File: config.mk
export PLATFORM = sky130hd
export DESIGN_NAME = ifetch_unit_flat
export DESIGN_NICKNAME = d
export VERILOG_FILES = /design/src/rtl/ifetch_unit_pkg.sv /design/src/rtl/ifetch_unit_if.sv /design/src/rtl/ifetch_unit_npc.sv /design/src/rtl/ifetch_unit.sv /design/src/flat_wrapper.sv
export SDC_FILE = /design/constraint.sdc
export NUM_CORES = 1
export LEC_CHECK = 0
export CORE_ASPECT_RATIO = 0.75
export CORE_MARGIN = 2
export CORE_UTILIZATION = 52
export DETAILED_ROUTE_END_ITERATION = 10
export PLACE_DENSITY = 0.87
export SLEW_MARGIN = 5
export SYNTH_ARGS = -nofsm -noshare
export SYNTH_HDL_FRONTEND = slang
export SYNTH_SLANG_ARGS = --single-unit
File: constraint.sdc
create_clock -name clk -period 7.01 [get_ports clk]
set_input_delay 1.402 -clock clk [delete_from_list [all_inputs] [get_ports clk]]
set_output_delay 1.402 -clock clk [all_outputs]
set_load 0.02 [all_outputs]
File: src/rtl/ifetch_unit_pkg.sv
// Shared definitions for the instruction fetch stage: next-PC select codes
// (common with the control decoder) and the fetch FSM state type.
package ifetch_unit_pkg;

    localparam logic [1:0] NPC_PLUS4  = 2'b00;
    localparam logic [1:0] NPC_BRANCH = 2'b01;
    localparam logic [1:0] NPC_JUMP   = 2'b10;

    typedef enum logic [1:0] {
        StIdle = 2'd0,
        StReq  = 2'd1,
        StExec = 2'd2
    } fetch_state_e;

endpackage

File: src/rtl/ifetch_unit_if.sv
// Instruction memory req/ack fetch bus. The fetch unit is the master.
interface ifetch_unit_if;

    logic        imem_req;
    logic [31:0] imem_addr;
    logic        imem_ack;
    logic [31:0] imem_rdata;

    modport master (
        output imem_req,
        output imem_addr,
        input  imem_ack,
        input  imem_rdata
    );

    modport slave (
        input  imem_req,
        input  imem_addr,
        output imem_ack,
        output imem_rdata
    );

endinterface

File: src/rtl/ifetch_unit_npc.sv
// Combinational next-PC calculator: sequential, PC-relative branch and
// pseudo-direct jump targets. All arithmetic wraps modulo 2^32.
module ifetch_unit_npc
    import ifetch_unit_pkg::*;
(
    input  logic [31:0] pc_i,
    input  logic [25:0] instr_i,
    input  logic [1:0]  npc_op_i,
    output logic [31:0] npc_o,
    output logic [31:0] pc_plus4_o
);

    logic [31:0] branch_off;

    assign pc_plus4_o = pc_i + 32'd4;
    assign branch_off = {{14{instr_i[15]}}, instr_i[15:0], 2'b00};

    always_comb begin
        npc_o = pc_plus4_o;
        case (npc_op_i)
            NPC_BRANCH: npc_o = pc_plus4_o + branch_off;
            NPC_JUMP:   npc_o = {pc_plus4_o[31:28], instr_i, 2'b00};
            // Reserved code falls back to the sequential path
            default:    npc_o = pc_plus4_o;
        endcase
    end

endmodule

File: src/rtl/ifetch_unit.sv
// Instruction fetch stage: holds the PC, fetches one word per instruction over
// req/ack, freezes it for the core until instr_done, then steps the PC.
module ifetch_unit
    import ifetch_unit_pkg::*;
#(
    parameter logic [31:0] RESET_PC = 32'h0000_3000
) (
    input  logic                clk,
    input  logic                rstn,
    ifetch_unit_if.master       imem,
    output logic [31:0]         instr,
    output logic                instr_valid,
    input  logic                instr_done,
    input  logic [1:0]          NPCOp,
    output logic [31:0]         pc,
    output logic [31:0]         pc_plus4,
    output logic [31:0]         retired
);

    fetch_state_e state_q, state_d;
    logic [31:0]  pc_q, pc_d;
    logic [31:0]  instr_q, instr_d;
    logic [31:0]  retired_q, retired_d;
    logic         req_q, req_d;
    logic         valid_q, valid_d;
    logic [31:0]  npc;

    ifetch_unit_npc u_npc (
        .pc_i       (pc_q),
        .instr_i    (instr_q[25:0]),
        .npc_op_i   (NPCOp),
        .npc_o      (npc),
        .pc_plus4_o (pc_plus4)
    );

    // req/valid are registered alongside the state so they never glitch
    always_comb begin
        state_d   = state_q;
        pc_d      = pc_q;
        instr_d   = instr_q;
        retired_d = retired_q;
        req_d     = req_q;
        valid_d   = valid_q;
        case (state_q)
            StIdle: begin
                state_d = StReq;
                req_d   = 1'b1;
            end
            StReq: begin
                if (imem.imem_ack) begin
                    state_d = StExec;
                    instr_d = imem.imem_rdata;
                    req_d   = 1'b0;
                    valid_d = 1'b1;
                end
            end
            StExec: begin
                if (instr_done) begin
                    state_d   = StReq;
                    pc_d      = npc;
                    retired_d = retired_q + 32'd1;
                    req_d     = 1'b1;
                    valid_d   = 1'b0;
                end
            end
            default: begin
                state_d = StIdle;
                req_d   = 1'b0;
                valid_d = 1'b0;
            end
        endcase
    end

    always_ff @(posedge clk or negedge rstn) begin
        if (!rstn) begin
            state_q   <= StIdle;
            pc_q      <= RESET_PC;
            instr_q   <= 32'h0000_0000;
            retired_q <= 32'd0;
            req_q     <= 1'b0;
            valid_q   <= 1'b0;
        end else begin
            state_q   <= state_d;
            pc_q      <= pc_d;
            instr_q   <= instr_d;
            retired_q <= retired_d;
            req_q     <= req_d;
            valid_q   <= valid_d;
        end
    end

    assign imem.imem_req  = req_q;
    assign imem.imem_addr = pc_q;
    assign instr          = instr_q;
    assign instr_valid    = valid_q;
    assign pc             = pc_q;
    assign retired        = retired_q;

endmodule

File: src/flat_wrapper.sv
// flat-port wrapper written by rule: the top's interface ports become plain ports
module ifetch_unit_flat import ifetch_unit_pkg::*;
#(
    parameter logic [31:0] RESET_PC = 32'h0000_3000
)
  (clk, rstn, instr, instr_valid, instr_done, NPCOp, pc, pc_plus4, retired, imem_imem_req, imem_imem_addr, imem_imem_ack, imem_imem_rdata);
  ifetch_unit_if imem_i ();
  input  logic clk;
  input  logic rstn;
  output logic [31:0] instr;
  output logic instr_valid;
  input  logic instr_done;
  input  logic [1:0] NPCOp;
  output logic [31:0] pc;
  output logic [31:0] pc_plus4;
  output logic [31:0] retired;
  output wire logic [$bits(imem_i.imem_req)-1:0] imem_imem_req;
  output wire logic [$bits(imem_i.imem_addr)-1:0] imem_imem_addr;
  input wire logic [$bits(imem_i.imem_ack)-1:0] imem_imem_ack;
  input wire logic [$bits(imem_i.imem_rdata)-1:0] imem_imem_rdata;
  assign imem_imem_req = imem_i.imem_req;
  assign imem_imem_addr = imem_i.imem_addr;
  assign imem_i.imem_ack = imem_imem_ack;
  assign imem_i.imem_rdata = imem_imem_rdata;
  ifetch_unit #(.RESET_PC(RESET_PC)) u_core (.clk(clk), .rstn(rstn), .imem(imem_i), .instr(instr), .instr_valid(instr_valid), .instr_done(instr_done), .NPCOp(NPCOp), .pc(pc), .pc_plus4(pc_plus4), .retired(retired));
endmodule
# Word level (Yosys, flattened, before mapping)
# Cells that the tools add are included.
[totals] output_inout_bits=162 word_cells=31 input_bits=38 regBits=100
[classes] reduce_logical=5 bitwise_logic=1 muxes=10 eq_ne=6 add_sub_neg=3
[op_table] cell="one-hot mux 32 bit (2 select lines)" n=1
[op_table] cell="adder 32 x 1 -> 32 bit, second input constant" n=1
[op_table] cell="adder 32 x 3 -> 32 bit, second input constant" n=1
[op_table] cell="adder 32 bit" n=1
[op_table] cell="one-hot mux 1 bit (3 select lines)" n=2
[op_table] cell="one-hot mux 2 bit (3 select lines)" n=1
[op_table] cell="AND reduction 2 bit" n=3
[op_table] cell="equality test 2 x 1 -> 1 bit, second input constant" n=2
[op_table] cell="equality test 2 bit, second input constant" n=2
[op_table] cell="two-way mux 1 bit" n=4
[op_table] cell="two-way mux 2 bit" n=2
[op_table] cell="!= test 2 bit, second input constant" n=2
[op_table] cell="AND reduction 3 bit" n=1
[op_table] cell="zero test 2 bit" n=1
[op_table] cell="NOT 1 bit" n=1

# Longest topological paths before layout
[depth] word_depth=3 mapped_depth=19 mapped_depth_nobuf=18

# Modules after synthesis
# From an unflattened synthesis, not the netlist that was laid out.
[hier_totals] cells_unflattened=816 area_unflattened_um2=7327.0
[modules_own_cells] mod="ifetch_unit" seq_area_each_um2=2479.9 area_per_inst_um2=4327.9 instances=1 cells_per_inst=379
[modules_own_cells] mod="ifetch_unit_npc" seq_area_each_um2=0.0 area_per_inst_um2=2999.1 instances=1 cells_per_inst=437

# Worst setup path after synthesis
# Ideal clock, no wire load.
[synth_path] path_type="flip-flop to flip-flop" startpoint="register u_core.pc_q[2] (netlist: u_core.imem.imem_addr[2])" endpoint="register u_core.pc_q[31] (netlist: u_core.imem.imem_addr[31])" setup_ns=0.126 synth_period_minus_slack_ns=4.422 setup_slack_ns=2.588 arrival_ns=4.296 stages_incl_launch_ff=20 n_path_buf=1 required_ns=6.884 cell_sequence="dfrtp_1 -> ha_1 -> nand3_1 -> nor2_1 -> and3_1 -> and2_1 -> clkbuf_1 -> and3_1 -> xor2_1 -> ha_1 -> a21oi_1 -> o211ai_1 -> a211oi_1 -> a211oi_2 -> o211ai_1 -> a31o_2 -> o311ai_4 -> o211ai_1 -> nand2_1 -> a221o_1"
[synth_between] elab_chain_len=3
[synth_rtl] item="from (decl)" line="ifetch_unit.sv:21" source="logic [31:0] pc_q, pc_d;"
[synth_rtl] item="from (signal assigned)" line="ifetch_unit.sv:84" source="pc_q <= pc_d;"
[synth_rtl] item="adder 32 x 3 -> 32 bit" line="ifetch_unit_npc.sv:15" source="assign pc_plus4_o = pc_i + 32'd4;"
[synth_rtl] item="named net pc_plus4[18]" line="flat_wrapper.sv:15" source="output logic [31:0] pc_plus4;"
[synth_rtl] item="adder 32 bit" line="ifetch_unit_npc.sv:21" source="NPC_BRANCH: npc_o = pc_plus4_o + branch_off;"
[synth_rtl] item="one-hot mux 32 bit (2 select lines)" line="ifetch_unit_npc.sv:20" source="case (npc_op_i)"
# The timed path passes the listed nets, and every way through them passes these cells.
# A chain may end at the register's enable or synchronous reset.

# Worst setup path in the final report
[layout_path] startpoint="register u_core.pc_q[2] (netlist: u_core.imem.imem_addr[2])" endpoint="output port pc_plus4[30]"
[layout_between] elab_chain_len=1
[layout_rtl] item="adder 32 x 3 -> 32 bit" line="ifetch_unit_npc.sv:15"
[layout_rtl] item="to (decl)" line="flat_wrapper.sv:15"
# Every way passes these cells.

==> results.sh <==
export IMPL_antenna_left=0
export IMPL_synth_edf_count=0
export IMPL_die_y_um=103.0
export IMPL_slew_viol_final=0
export IMPL_cp_data_required_time_ns=5.61
export IMPL_via_per_inst=5.831
export IMPL_peakVddDrop_mv=0.3304
export IMPL_initialDrtViolationCount=467
export IMPL_fmax_ghz=0.1950
export IMPL_synthTopCellsByCount="95 x dfrtp_1, 62 x nand2_1, 59 x xnor2_1, 49 x nor2_1, 45 x a21oi_1"
export IMPL_grt_start_max_net_pins=64
export IMPL_ys_warn_count=0
export IMPL_overflow=0
export IMPL_yosys_top_cells_area="dfrtp_1 35%, xnor2_1 7.6%, ha_1 7.2%"
export IMPL_hold_class="reg -> reg"
export IMPL_yosysMostFrequentCell="dfrtp_1"
export IMPL_synth_flop_cell="dfrtp_1"
export IMPL_skew_ns=0.009708
export IMPL_die_w_um=136.0
export IMPL_hold_viol=0
export IMPL_ctsHoldBuffers=0
export IMPL_core_area_um2=12880
export IMPL_tns_ns=0
export IMPL_hold_ws_ns=0.4741
export IMPL_crit_type="reg -> out"
export IMPL_antenna_found_initial=0
export IMPL_path_buf_inv=1
export IMPL_initial_core_util_pct=52.71
export IMPL_final_layout_size_suffix_gt1_share_pct=7.978
export IMPL_power_density_nw_per_um2=535.2
export IMPL_power_mw=4.760
export IMPL_die_area_um2=14000
export IMPL_min_from="u_core.retired[31]$_DFFE_PN0P_"
export IMPL_drv_cap=0
export IMPL_r2r_start="u_core.imem.imem_addr[2]$_DFFE_PN0P_"
export IMPL_cp_arrival_ns=3.73
export IMPL_drt_wl_total_um=18630
export IMPL_post_route_min_period_ns=5.128
export IMPL_nets=963
export IMPL_status="finished clean"
export IMPL_place_congestion=0.9075
export IMPL_io_buffers=193
export IMPL_slowest_stage="clkdlybuf4s50_1"
export IMPL_grt_total_usage_pct=26.56
export IMPL_ctsRootBufferMaster="clkbuf_16"
export IMPL_synth_seq_cells=97
export IMPL_synth_distinct_cells=63
export IMPL_synth_area_um2=6790
export IMPL_grt_pass1_wl_um=29440
export IMPL_synth_area_leader_cell="dfrtp_1"
export IMPL_setup_worst_path_start_class="flip-flop"
export IMPL_post_cts_setup_buffers=0
export IMPL_vias=6187
export IMPL_diodes=0
export IMPL_syn2layout_area_growth_pct=30.97
export IMPL_critPathTopFamily="simple AND/OR/NAND/NOR gates"
export IMPL_finalSetupViolCount=0
export IMPL_drcViolationCount=0
export IMPL_maxSlewHeadroom_pct=33.59
export IMPL_h_tree_depth=3
export IMPL_max_stage_delay_ns=0.64
export IMPL_clock_insertion_delay_worst_skew_ns=0.34
export IMPL_clock_sinks=97
export IMPL_placementRows=36
export IMPL_numCtsBuffers=9
export IMPL_cts_resized=0
export IMPL_wl_per_cell_um=17.56
export IMPL_post_route_period_util_pct=73.15
export IMPL_dr_pass1_iters=5
export IMPL_synth_async_reset_ratio_pct=100.0
export IMPL_crit_chain="ha_1 > nand3_1 > nor2_1 > and3_1 > and2_1 > nand3_1 > nor2_1 > nand2_1 > xnor2_1 > clkdlybuf4s50_1"
export IMPL_total_leakage_power_nw=3.751
export IMPL_cts_tree="built"
export IMPL_grt_pass1_vias=5854
export IMPL_cp_max_fo=7
export IMPL_cts_clk_slew_worst_paths_ns=0.07
export IMPL_hpwl_um=13730
export IMPL_yosysSeqAreaShare_pct=35.78
export IMPL_tightest_slew_ns=0.9961
export IMPL_syn_inst=735
export IMPL_io_pins=200
export IMPL_syn_avg_cell_area_um2=9.238
export IMPL_cp_startpoint="u_core.imem.imem_addr[2]$_DFFE_PN0P_"
export IMPL_clock_path_buffers=2
export IMPL_endpoint_kind="primary output"
export IMPL_rsz0062_at_grt="false"
export IMPL_synth_top_area_share_pct=35.01
## through the flow
| stage | setup WS, ns | util [%] | std cells | cell area [um2] |
|---|---|---|---|---|
| floorplan | 2.588 | - | 740 | 6809 |
| global placement | 2.438 | 66.85 | 1045 | 8612 |
| detailed placement | 2.342 | 66.85 | 1045 | 8612 |
| CTS | 1.921 | 69.04 | 1061 | 8894 |
| global route | 1.678 | 69.04 | 1061 | 8894 |
| finish | 1.882 | 69.04 | 1061 | 8894 |
## final timing paths
path	slack, ns	end	cells after the start
min in group asynchronous	1.00	u_core.imem.imem_addr[9]$_DFFE_PN0P_	1
worst min register to register	0.47	u_core.retired[31]$_DFFE_PN0P_	1
worst min-delay path	0.47	u_core.retired[31]$_DFFE_PN0P_	1
max in group asynchronous	4.85	u_core.retired[28]$_DFFE_PN0P_	2
worst max register to register	2.33	u_core.imem.imem_addr[31]$_DFFE_PN0P_	18
worst max-delay path	1.88	pc_plus4[30]	10
## worst register-to-register path: cells and delay by family, from the launching register on
kind	cells	cell delay, ns
AO/OA/AOI/OAI	9	1.85
XOR/XNOR	1	0.26
adder cells (fa/ha/maj)	2	0.61
flip-flops	1	0.49
AND/OR/NAND/NOR	6	1.37
## metal layers
metal  share of wire, %  track usage [%]  wire length, um  vias to the layer above
li1                   -                -                -                     2912
met1                 45            37.71             8466                     2969
met2                 45            41.03             8376                      281
met3                8.4            5.998             1570                       25
met4                1.2            7.532              216                        0
met5                  0                0                0                        -
## cell families after synthesis
family / share of synthesized area, %
simple gates: 15.05
compound gates: 18.78
flops: 35.78
buf+inv: 6.947
xor+xnor: 10.45
fa+ha+maj: 7.481
mux: 5.454
other cells: 0.05523
## where the power goes
| group | internal [mW] | switching (mW) | total [mW] |
|---|---|---|---|
| combinational | 1.48 | 1.76 | 3.24 |
| clock | 0.246 | 0.227 | 0.473 |
| sequential | 0.759 | 0.287 | 1.05 |
| total | 2.49 | 2.27 | 4.76 |
## flip-flops by register name, summed over array words and instances (netlist names)
name,flops
u_core.instr_valid,1
u_core.instr,32
u_core.state_q,2
u_core.imem.imem_addr,30
u_core.retired,32
## cells in the final DEF (no fill, tap or decap), drive strengths merged, types with 16 or more instances in the layout
| master | synthesis | layout |
|---|---|---|
| a21oi | 45 | 45 |
| a221oi | 16 | 16 |
| and3 | 20 | 20 |
| clkdlybuf4s50 | 0 | 192 |
| dfrtp | 95 | 95 |
| ha | 39 | 39 |
| inv | 22 | 24 |
| mux2 | 32 | 32 |
| nand2 | 62 | 62 |
| nand3 | 32 | 32 |
| nor2 | 50 | 50 |
| o21ai | 37 | 37 |
| xnor2 | 59 | 59 |
| xor2 | 22 | 22 |
## area by class of cell
| type | count | area (um2) |
|---|---|---|
| fillers | 1019 | 3989 |
| multi-input cells | 556 | 3915 |
| flip-flops and latches | 97 | 2430 |
| repair buffers | 198 | 1967 |
| clock buffers | 10 | 229.0 |
| well taps | 171 | 214.0 |
| inverters | 23 | 86.33 |
| clock inverters | 6 | 52.55 |
(Power assumes the default switching activity.)
